`src/rtl/sram_ctrl_pkg.sv`:
```
// ----------------------------------------------------------------------------
// sram_ctrl_pkg
//   Shared definitions for the asynchronous-SRAM controller:
//     state_t      - controller FSM states
//     WAIT_MAX     - largest legal wait-state setting
//     WCNT_W       - width of the wait-state down-counter
// ----------------------------------------------------------------------------
package sram_ctrl_pkg;

    localparam int WAIT_MAX = 15;
    localparam int WCNT_W   = 4;   // holds 0..WAIT_MAX

    typedef enum logic [2:0] {
        IDLE     = 3'd0,
        RD_ACC   = 3'd1,
        TURN     = 3'd2,
        WR_SETUP = 3'd3,
        WR_PULSE = 3'd4,
        WR_HOLD  = 3'd5
    } state_t;

endpackage

```
`src/rtl/sram_wait_counter.sv`:
```
// ----------------------------------------------------------------------------
// sram_wait_counter
//   Loadable wait-state down-counter. A phase that must last N+1 cycles loads
//   N on the edge that enters it, then decrements once per cycle until done.
//   Ports:
//     clk1   - clock
//     reset  - synchronous active-high reset, clears the count
//     load   - load 'value' on this edge (takes priority over en)
//     value  - count to load
//     en     - decrement on this edge (saturates at zero)
//     done   - count is zero: the current cycle is the last of the phase
// ----------------------------------------------------------------------------
module sram_wait_counter
    import sram_ctrl_pkg::*;
(
    input  logic              clk1,
    input  logic              reset,
    input  logic              load,
    input  logic [WCNT_W-1:0] value,
    input  logic              en,
    output logic              done
);

    logic [WCNT_W-1:0] cnt;

    always_ff @(posedge clk1) begin
        if (reset) begin
            cnt <= '0;
        end else if (load) begin
            cnt <= value;
        end else if (en && (cnt != '0)) begin
            cnt <= cnt - 1'b1;
        end
    end

    assign done = (cnt == '0);

endmodule

```
`src/rtl/sram_ctrl.sv`:
```
// ----------------------------------------------------------------------------
// sram_ctrl
//   Single-port controller for an asynchronous SRAM with a bidirectional data
//   bus. One access is in flight at a time; requests use a valid/ready
//   handshake and complete with a one-cycle rsp_valid pulse.
//
//   Read : IDLE -> RD_ACC (WAIT+1) -> TURN -> IDLE      latency WAIT+2
//   Write: IDLE -> WR_SETUP -> WR_PULSE (WAIT+1) -> WR_HOLD -> IDLE
//                                                        latency WAIT+3
//
//   Parameters:
//     AW   - word address width
//     DW   - data width (multiple of 8)
//     WAIT - access wait states, 0..WAIT_MAX
//
//   Ports:
//     clk1, reset            - clock, synchronous active-high reset
//     req_valid/req_ready    - request handshake
//     req_write              - 1 = write, 0 = read
//     req_addr, req_wdata    - request address / write data
//     rsp_valid              - completion pulse (reads and writes)
//     rsp_rdata              - read data, meaningful while rsp_valid after a read
//     sram_addr, sram_dout   - SRAM address / write data
//     sram_drive             - output enable for the board-level data tristate
//     sram_din               - SRAM read data
//     sram_ce_n/oe_n/we_n    - active-low SRAM strobes
// ----------------------------------------------------------------------------
module sram_ctrl
    import sram_ctrl_pkg::*;
#(
    parameter int AW   = 8,
    parameter int DW   = 16,
    parameter int WAIT = 1
) (
    input  logic          clk1,
    input  logic          reset,

    input  logic          req_valid,
    output logic          req_ready,
    input  logic          req_write,
    input  logic [AW-1:0] req_addr,
    input  logic [DW-1:0] req_wdata,

    output logic          rsp_valid,
    output logic [DW-1:0] rsp_rdata,

    output logic [AW-1:0] sram_addr,
    output logic [DW-1:0] sram_dout,
    output logic          sram_drive,
    input  logic [DW-1:0] sram_din,
    output logic          sram_ce_n,
    output logic          sram_oe_n,
    output logic          sram_we_n
);

    // WAIT outside 0..WAIT_MAX does not fit the counter; it is truncated here.
    localparam logic [WCNT_W-1:0] WAIT_CNT = WCNT_W'(WAIT);

    state_t state, state_n;

    logic accept;
    logic cnt_load;
    logic cnt_en;
    logic cnt_done;

    // ------------------------------------------------------------------
    // Wait-state counter: loaded with WAIT on entry to RD_ACC (at accept)
    // and on entry to WR_PULSE (from WR_SETUP); done marks the last cycle.
    // ------------------------------------------------------------------
    sram_wait_counter u_wait (
        .clk1  (clk1),
        .reset (reset),
        .load  (cnt_load),
        .value (WAIT_CNT),
        .en    (cnt_en),
        .done  (cnt_done)
    );

    // ready is masked by reset so nothing is accepted on a reset edge
    assign req_ready = (state == IDLE) && !reset;
    assign accept    = req_valid && req_ready;

    // ------------------------------------------------------------------
    // FSM state register
    // ------------------------------------------------------------------
    always_ff @(posedge clk1) begin
        if (reset) begin
            state <= IDLE;
        end else begin
            state <= state_n;
        end
    end

    // ------------------------------------------------------------------
    // FSM next state and counter control
    // ------------------------------------------------------------------
    always_comb begin
        state_n  = state;
        cnt_load = 1'b0;
        cnt_en   = 1'b0;
        unique case (state)
            IDLE: begin
                if (accept) begin
                    if (req_write) begin
                        state_n = WR_SETUP;
                    end else begin
                        state_n  = RD_ACC;
                        cnt_load = 1'b1;
                    end
                end
            end
            RD_ACC: begin
                if (cnt_done) state_n = TURN;
                else          cnt_en  = 1'b1;
            end
            TURN: begin
                state_n = IDLE;
            end
            WR_SETUP: begin
                state_n  = WR_PULSE;
                cnt_load = 1'b1;
            end
            WR_PULSE: begin
                if (cnt_done) state_n = WR_HOLD;
                else          cnt_en  = 1'b1;
            end
            WR_HOLD: begin
                state_n = IDLE;
            end
            default: begin
                state_n = IDLE;
            end
        endcase
    end

    // ------------------------------------------------------------------
    // Strobes are pure decodes of the registered state, so they change
    // only at clock edges. oe_n is low only in RD_ACC and we_n only in
    // WR_PULSE, while drive spans the whole write; the two bus directions
    // can therefore never overlap and TURN separates a read from the next
    // write.
    // ------------------------------------------------------------------
    always_comb begin
        sram_ce_n  = 1'b1;
        sram_oe_n  = 1'b1;
        sram_we_n  = 1'b1;
        sram_drive = 1'b0;
        rsp_valid  = 1'b0;
        unique case (state)
            RD_ACC: begin
                sram_ce_n = 1'b0;
                sram_oe_n = 1'b0;
            end
            TURN: begin
                rsp_valid = 1'b1;
            end
            WR_SETUP: begin
                sram_ce_n  = 1'b0;
                sram_drive = 1'b1;
            end
            WR_PULSE: begin
                sram_ce_n  = 1'b0;
                sram_we_n  = 1'b0;
                sram_drive = 1'b1;
            end
            WR_HOLD: begin
                sram_ce_n  = 1'b0;
                sram_drive = 1'b1;
                rsp_valid  = 1'b1;
            end
            default: begin
                sram_ce_n = 1'b1;
            end
        endcase
    end

    // ------------------------------------------------------------------
    // Datapath registers. Address/data are captured only at acceptance,
    // so they stay stable for the whole access and hold in IDLE. Read data
    // is sampled on the edge that ends the final RD_ACC cycle.
    // ------------------------------------------------------------------
    always_ff @(posedge clk1) begin
        if (reset) begin
            sram_addr <= '0;
            sram_dout <= '0;
            rsp_rdata <= '0;
        end else begin
            if (accept) begin
                sram_addr <= req_addr;
                if (req_write) sram_dout <= req_wdata;
            end
            if ((state == RD_ACC) && cnt_done) begin
                rsp_rdata <= sram_din;
            end
        end
    end

endmodule

```
`config.mk`:
```
export PLATFORM = sky130hd
export DESIGN_NAME = sram_ctrl
export DESIGN_NICKNAME = d
export VERILOG_FILES = /design/src/rtl/sram_ctrl_pkg.sv /design/src/rtl/sram_wait_counter.sv /design/src/rtl/sram_ctrl.sv
export SDC_FILE = /design/constraint.sdc
export NUM_CORES = 1
export LEC_CHECK = 0
export ABC_AREA = 0
export ABC_CLOCK_PERIOD_IN_PS = 2400
export BUFFER_PORTS_ARGS = -buffer_cell sky130_fd_sc_hd__buf_4
export CORE_ASPECT_RATIO = 0.75
export CORE_UTILIZATION = 40
export CTS_BUF_LIST = sky130_fd_sc_hd__clkbuf_16
export DETAILED_ROUTE_END_ITERATION = 6
export GPL_TIMING_DRIVEN = 0
export PLACE_DENSITY = 0.66
export SETUP_SLACK_MARGIN = 0.15
export SLEW_MARGIN = 20
export SYNTH_ARGS = -nofsm -noshare
export SYNTH_HDL_FRONTEND = slang
export SYNTH_SLANG_ARGS = --single-unit
export TNS_END_PERCENT = 50
```
`constraint.sdc`:
```
create_clock -name clk1 -period 2.4 [get_ports clk1]
set_input_delay 0.72 -clock clk1 [delete_from_list [all_inputs] [get_ports clk1]]
set_output_delay 0.72 -clock clk1 [all_outputs]
set_load 0.005 [all_outputs]
```
# After elaboration in Yosys (flattened, before gate mapping)
# Index checks and enable logic that the tools add are counted.
# totals
input_bits,44
output_inout_bits,46
memories,0
latchBits,0
regBits,47
mem_bits_rw,0
word_cells,48
romBits,0
# classes
n_reduce_logical,16
addsub,1
eq_ne,8
muxes,17
n_lt_le_gt_ge,0
n_div,0
n_shift,0
mul,0
bitwise,0
# ops
op,count
one-hot mux 3 bit (4 select lines),1
2-to-1 mux 1 bit,11
2-to-1 mux 3 bit,3
equality test 3 x 2 -> 1 bit (second input constant),2
equality test 3 bit (second input constant),2
!= test 2 bit (second input constant),3
OR reduction 2 bit,3
logical AND 1 bit,4
logical NOT 4 bit,1
nonzero test 4 bit,1
OR reduction 4 bit,1
subtractor 4 x 1 -> 4 bit (second input constant),1
equality test 3 x 1 -> 1 bit (second input constant),1
logical NOT 3 bit,1
AND reduction 3 bit,1
OR reduction 3 bit,1
2-to-1 mux 2 bit,1
one-hot mux 1 bit (2 select lines),1
AND reduction 2 bit,1
nonzero test 2 bit,1
logical NOT 1 bit,1

# Logic depth before layout (Yosys ltp)
# Gate-level depths: netlist of the first run.
# depth
depth_word,6
ltp_mapped,7
ltp_nobuf,5

# Hierarchy
# Synthesis of the first run repeated with hierarchy kept, for this count alone.
# hier_totals
cells_unflattened,232
hier_area_um2,2016.9
# modules_own_cells
module,area_each_um2,cells_each,instances,seq_area_each_um2
sram_ctrl,1754.2,203,1,860.8
sram_wait_counter,262.8,29,1,80.1

# Least setup slack after synthesis of the first run
# OpenSTA, ideal clock, no wires.
# synth_timing
kind,input to output
from,input port reset
to,output port req_ready
arrival_ns,1.445
setup_slack_ns,0.235
n_path_buf,2
required_time_ns,1.680
path_stages,4
cell_sequence,or3_4 > buf_6 > clkbuf_1 > nor2_1
# synth_via
elab_chain_len,2
# synth_rtl
element,line,source
from (decl),sram_ctrl.sv:36,"input logic reset,"
logical NOT 1 bit,sram_ctrl.sv:80,assign req_ready = (state == IDLE) && !reset;
logical AND 1 bit,sram_ctrl.sv:80,
to (decl),sram_ctrl.sv:39,"output logic req_ready,"
# No other way between the ends.

# Final worst setup path of the first run
# layout_timing
from,register state[1]
to,output port sram_oe_n
# layout_via
elab_chain_len,2
# layout_rtl
element,line,source
from (decl),sram_ctrl.sv:59,"state_t state, state_n;"
from (signal assigned),sram_ctrl.sv:90,state <= state_n;
equality test 3 x 1 -> 1 bit,sram_ctrl.sv:149,unique case (state)
2-to-1 mux 1 bit,sram_ctrl.sv:149,
to (decl),sram_ctrl.sv:52,"output logic sram_oe_n,"
# No other way between the ends.

==> impl_metrics.py, run 1 <==
metrics = {
    "cells_and_area": {
        "nFillCells": 439,
        "antennaDiodeCount": 0,
        "ff_latch_area_um2": 942,
        "area_growth_pct": 46.1,
        "multi_input_area_um2": 957,
        "fin_cells": 383,
        "drive_gt1_share_pct": 37.1,
        "nNetsFinal": 370,
    },
    "synthesis": {
        "yosys_warnings": 0,
        "ys_types": 31,
        "synth-seq-cells": 47,
        "ys_seq_area_share_pct": 47.1,
        "synth_nets": 273,
        "avgSynthCellArea_um2": 8.76,
        "synth_cells": 228,
        "synth_area_um2": 2000,
    },
    "grt": {
        "grt_pass1_vias": 1905,
        "grt_first_pass_wirelength_mm": 9.09,
        "grt_max_degree": 19,
        "antenna_found_initial": 0,
        "grtUsageTotal_pct": 21.6,
        "overflow": 0,
    },
    "pwr": {
        "power_density_nw_per_um2": 711,
        "power_uw": 2080,
        "p_leak_uw": 0.00120,
        "ir_drop_mv": 0.491,
    },
    "placement": {
        "hpwl_mm": 3.80,
        "dp_worst_setup_slack_ns": -0.0857,
        "placedCellCount": 374,
        "io_buffers": 89,
        "gp_congestion": 0.720,
    },
    "floorplanning": {
        "io_pins": 90,
        "die_area_um2": 5280,
        "die_h_um": 63.2,
        "start_util_pct": 43.2,
        "fp.coreArea_um2": 4620,
        "die_x_um": 83.6,
        "rows": 21,
    },
    "cts": {
        "cts_made_buffers": 5,
        "insertion_delay_ns": 0.29,
        "clk_pin_slew_ns": 0.07,
        "clock-sinks": 47,
        "cts_tree": "yes",
        "cts_root_buf": "clkbuf_16",
        "clockBufferDepth": 2,
        "cts_hold_buf": 0,
        "h-tree-depth": 2,
    },
    "routing": {
        "drt-pass1-iter-count": 4,
        "viasPerCell": 5.26,
        "drc": 0,
        "routed_wl_mm": 5.33,
        "antenna_left": 0,
        "vias": 2015,
        "drt_iter0_markers": 73,
        "wire_per_inst_um": 13.9,
    },
    "worst_setup_path": {
        "crit_path_max_fanout": 10,
        "crit_type": "flip-flop to primary output",
        "rrSetupSlack_ns": 0.45,
        "cp-end-kind": "primary output",
        "cp.required_ns": 1.68,
        "worstPathArrival_ns": 1.53,
        "start_kind": "flip-flop",
    },
    "timing": {
        "hold_viol": 0,
        "fmax_mhz": 444,
        "clock_skew_ns": 0.00368,
        "maxSlewViolCount": 0,
        "fin_ws_ns": 0.149,
        "slew-limit-headroom_pct": 58.9,
        "finalSetupViolations": 0,
        "tightest_slew_ns": 0.613,
        "rsz0062_at_grt": "yes",
        "finalCriticalPeriod_ns": 2.25,
        "finalCritPeriodShare_pct": 93.8,
    },
    "job": {
        "cap_violations": 0,
    },
    "worst_hold_path": {
        "min_path_type": "flip-flop to flip-flop",
    },
    "status": {
        "status": "finished clean",
    },
}
## area by class of cell
cell class | instances | share of cell area (%)
Clock inverter | 3 | 0.858
Sequential cell | 47 | 32.3
Multi-Input combinational cell | 156 | 32.8
Inverter | 4 | 0.515
Tap cell | 57 | 2.44
Buffer | 20 | 3.39
Clock buffer | 5 | 4.29
Timing Repair Buffer | 91 | 23.4
## kinds of logic after synthesis
logic type | after synthesis | synth area share, %
mux | 8 | 4.51
flops | 47 | 47.1
simple gates | 66 | 20.1
buf+inv | 25 | 5.51
fa+ha+maj | 1 | 0.626
compound gates | 80 | 21.7
xor+xnor | 1 | 0.439
## cell usage after synthesis
master	count	area, um^2
xnor2_1	1	8.76
nor2b_1	9	56.3
or4_1	5	37.5
or4b_4	1	13.8
nand3_1	33	165
dfxtp_1	47	941
ha_1	1	12.5
inv_1	4	15.0
nor3b_1	1	7.51
nor3b_2	1	12.5
nor2_1	1	3.75
or3b_1	1	8.76
clkbuf_1	17	63.8
or3_4	1	11.3
mux2_2	8	90.1
buf_2	1	5.00
o31ai_1	3	22.5
a21oi_1	37	185
or4b_2	1	10.0
buf_6	2	22.5
nand2b_1	3	18.8
nor3_2	1	10.0
buf_1	1	3.75
a2111o_1	1	11.3
nor3_1	3	15.0
nand2_1	2	7.51
and3b_1	1	8.76
o21ai_0	35	175
a41oi_2	1	16.3
nand3b_1	2	15.0
a211oi_1	3	22.5
## metal layers
metal	vias to the layer above	routed length (um)	global-route usage [%]
li1	1026	-	-
met1	930	2740	29.9
met2	51	2260	31.8
met3	8	247	5.37
met4	0	85	9.32
met5	-	0	0
## sequential cells by signal (all words and copies together) (netlist names)
register    cells
rsp_rdata      16
sram_addr       8
sram_dout      16
state           3
u_wait.cnt      4
## placed cells by master, fill, tap and decap left out, drive strengths merged
cell / n
buf: 96
dfxtp: 47
a21oi: 37
o21ai: 35
nand3: 33
clkbuf: 20
nor2b: 9
mux2: 8
or4: 5
inv: 4
nor3: 4
nand2b: 3
o31ai: 3
a211oi: 3
nand2: 2
nand3b: 2
clkinv: 2
nor3b: 2
or4b: 2
or3: 1
nor2: 1
or3b: 1
a2111o: 1
xnor2: 1
and3b: 1
a41oi: 1
ha: 1
clkinvlp: 1
## stage by stage
stage	utilization [%]	hold slack (ns)	setup TNS (ns)	area [um^2]
after CTS	63.0	0.477	0	2910
after floorplan	-	0.464	0	2000
after global routing	63.1	0.501	0	2920
after global placement	59.2	0.462	-0.0835	2740
final	63.1	0.476	0	2920
after detailed placement	59.2	0.467	-0.0857	2740
## repair_timing
item	4_1_cts	5_1_grt
buffers inserted	2	0
resized for setup	5	4
endpoints found under the setup margin	4	5
## power breakdown
| group | switching (uW) | internal [uW] |
|---|---|---|
| registers | 34.1 | 842 |
| clock network | 313 | 390 |
| logic | 258 | 239 |
| total | 605 | 1470 |
## worst max-delay path, cell delays in order, from the launching register on
cell and delay [ns]:
dfxtp_1 0.30, buf_2 0.17, nor3b_4 0.22, inv_1 0.16
clkbuf_2 0.22, buf_4 0.17
## worst paths after layout
path	from	end	cells after the start
setup reg to reg	state[1]$_SDFFE_PP0P_	u_wait.cnt[0]$_SDFFE_PP0P_	6
setup / recovery	state[1]$_SDFFE_PP0P_	sram_oe_n	5
hold reg to reg	rsp_rdata[14]$_SDFFE_PP0P_	rsp_rdata[14]$_SDFFE_PP0P_	2
hold / removal	rsp_rdata[14]$_SDFFE_PP0P_	rsp_rdata[14]$_SDFFE_PP0P_	2
Note: power is estimated with default switching activity, not from simulation.
==> inputs of run 2 (changes only) <==
--- a/config.mk
+++ b/config.mk
@@ -10,7 +10,7 @@
 export BUFFER_PORTS_ARGS = -buffer_cell sky130_fd_sc_hd__buf_4
 export CORE_ASPECT_RATIO = 0.75
 export CORE_UTILIZATION = 40
-export CTS_BUF_LIST = sky130_fd_sc_hd__clkbuf_16
+export CTS_BUF_LIST = sky130_fd_sc_hd__clkbuf_2
 export DETAILED_ROUTE_END_ITERATION = 6
 export GPL_TIMING_DRIVEN = 0
 export PLACE_DENSITY = 0.66
==> run 2 against run 1 <==
Effect of this change:
- critical path depth stayed put
- sequential share of layout area is 0.077 points lower
- first-iteration DRC count is 18% lower
- die area stayed put
- combinational power is 10% higher
- count of clock-buffer cells in the layout stayed put
- register-to-register slack worse by 0.10 ns
- hold slack better by 0.013 ns
- global-route usage is 0.062 points lower
- sequential power hardly changed
==> impl_metrics.py, run 2 (synthesized netlist as in run 1, its figures left out) <==
metrics = {
    "status": {
        "status": "finished clean",
    },
    "grt": {
        "grtUsageTotal_pct": 21.5,
        "grt_max_degree": 19,
        "antenna_found_initial": 0,
        "overflow": 0,
        "grt_pass1_vias": 1945,
        "grt_first_pass_wirelength_mm": 9.23,
    },
    "pwr": {
        "pwr-share-comb_pct": 30.9,
        "switching_share_pct": 32.4,
        "pwr-share-seq_pct": 49.5,
        "power_density_nw_per_um2": 602,
        "pwr-share-clk_pct": 19.5,
        "p_leak_uw": 0.00122,
        "ir_drop_mv": 0.362,
        "internal_power_uw": 1200,
        "switchingPower_uw": 575,
    },
    "cells_and_area": {
        "nFillCells": 444,
        "drive_gt1_share_pct": 40.7,
        "nNetsFinal": 381,
        "area_growth_pct": 47.2,
        "layout_commonest_cell": "buf_4",
        "top_regs": "rsp_rdata x16, sram_dout x16, sram_addr x8",
        "final_core_util_pct": 63.6,
        "antennaDiodeCount": 0,
        "final_cell_mix": "buf_4 (100), dfxtp_1 (44), a21oi_1 (37)",
    },
    "worst_setup_path": {
        "startpoint": "state[1]$_SDFFE_PP0P_",
        "rrSetupSlack_ns": 0.35,
        "crit_path_max_fanout": 7,
        "cpMaxStageDelayCell": "dfxtp_2",
        "crit_top_cell": "buf_6",
        "worstPathArrival_ns": 1.57,
        "cp.required_ns": 1.68,
        "start_kind": "flip-flop",
        "crit_type": "flip-flop to primary output",
        "r2r-end": "u_wait.cnt[0]$_SDFFE_PP0P_",
        "r2r_cells": 7,
        "critical_path.cell_chain": "buf_6, or3_4, buf_8, nor2_4, buf_6",
        "cp-end-kind": "primary output",
        "cpPeakStageDelay_ns": 0.38,
        "r2r_start": "state[1]$_SDFFE_PP0P_",
    },
    "cts": {
        "cts_root_buf": "clkbuf_2",
        "cts_made_buffers": 5,
        "clock-sinks": 47,
        "cts_tree": "yes",
        "h-tree-depth": 2,
        "clockBufferDepth": 2,
        "clk_pin_slew_ns": 0.26,
        "insertion_delay_ns": 0.44,
    },
    "floorplanning": {
        "die_area_um2": 5280,
        "die_h_um": 63.2,
        "rows": 21,
        "start_util_pct": 43.2,
        "io_pins": 90,
        "die_x_um": 83.6,
        "fp.coreArea_um2": 4620,
    },
    "timing": {
        "finalSetupViolations": 0,
        "clock_skew_ns": 0.0297,
        "finalCriticalPeriod_ns": 2.29,
        "tightest_slew_ns": 0.634,
        "maxSlewViolCount": 0,
        "hold_slack_ns": 0.489,
        "rsz0062_at_grt": "yes",
        "tns_ns": 0,
        "finalCritPeriodShare_pct": 95.5,
        "fmax_mhz": 436,
        "slew-limit-headroom_pct": 57.4,
        "hold_viol": 0,
    },
    "routing": {
        "drt-pass1-iter-count": 4,
        "drt_iter0_markers": 60,
        "viasPerCell": 5.21,
        "drc": 0,
        "routed_wl_mm": 5.40,
        "vias": 2054,
        "wire_per_inst_um": 13.7,
        "antenna_left": 0,
    },
    "worst_hold_path": {
        "min_path_type": "input port to flip-flop",
        "worstHoldPathCells": 3,
        "min_delay_worst_endpoint": "rsp_rdata[13]$_SDFFE_PP0P_",
        "min_from": "sram_din[13]",
    },
    "placement": {
        "io_buffers": 89,
        "hpwl_mm": 3.80,
        "gp_congestion": 0.720,
    },
    "job": {
        "cap_violations": 0,
    },
}
[run 2: cell types whose count changed in the layout (fill, tap and decap cells not counted), moves of 2 or more]
| cell | delta |
|---|---|
| clkbuf_4 | +2 |
| buf_6 | +4 |
| clkbuf_2 | +3 |
| dfxtp_1 | -2 |
| buf_4 | +9 |
| clkbuf_16 | -5 |
| buf_2 | -2 |
[run 2: routing by layer]
layer	vias to the layer above	part of all wire [%]	global-route usage [%]
li1	1048	-	-
met5	-	0	0
met2	55	43	32.2
met3	7	4.9	5.37
met1	944	51	30.6
met4	0	0.89	6.14
[run 2: final cells by class]
| class | instances | area, um^2 | share of cell area, % |
|---|---|---|---|
| inverters | 4 | 15.0 | 0.511 |
| plain buffers | 20 | 116 | 3.96 |
| flip-flops and latches | 47 | 947 | 32.2 |
| clock inverters | 3 | 25.0 | 0.851 |
| repair buffers | 102 | 773 | 26.3 |
| clock buffers | 5 | 25.0 | 0.851 |
| multi-input cells | 156 | 967 | 32.9 |
| well taps | 57 | 71.3 | 2.43 |
[run 2: power by group through the flow]
stage	sequential [uW]	clock [uW]	combinational (uW)
floorplan	891	0	258
global placement	890	0	480
detailed placement	891	0	481
CTS	879	361	514
global route	888	409	604
finish	877	346	548
[run 2: worst max path at each step]
stage / end / slack, ns
3_3_place_gp: req_ready / -0.08
3_5_place_dp: req_ready / -0.09
2_1_floorplan: req_ready / 0.24
4_1_cts: req_ready / 0.07
6_report: req_ready / 0.11
5_1_grt: req_ready / -0.006
[run 2: repair_timing]
action                                  in CTS  in global routing
setup buffers                                7                  6
hold buffers                                 0                  0
gates cloned                                 0                  0
resized for setup                           16                  7
endpoints found under the setup margin       6                 10
pin swaps                                    2                  2
[run 2: critical path, delay by kind of cell, from the launching register on]
family                 cells  cell delay (ns)
flip-flops                 1             0.38
AND/OR/NAND/NOR            2             0.40
buffers and inverters      3             0.36
[run 2: through the flow]
stage	cells	power (uW)	worst slack [ns]	instance area (um^2)
after floorplan	228	1150	0.235	2000
after global placement	374	1370	-0.0835	2740
after detailed placement	374	1370	-0.0857	2740
after CTS	388	1750	0.0681	2870
after global routing	394	1900	-0.00640	2940
final	394	1770	0.108	2940
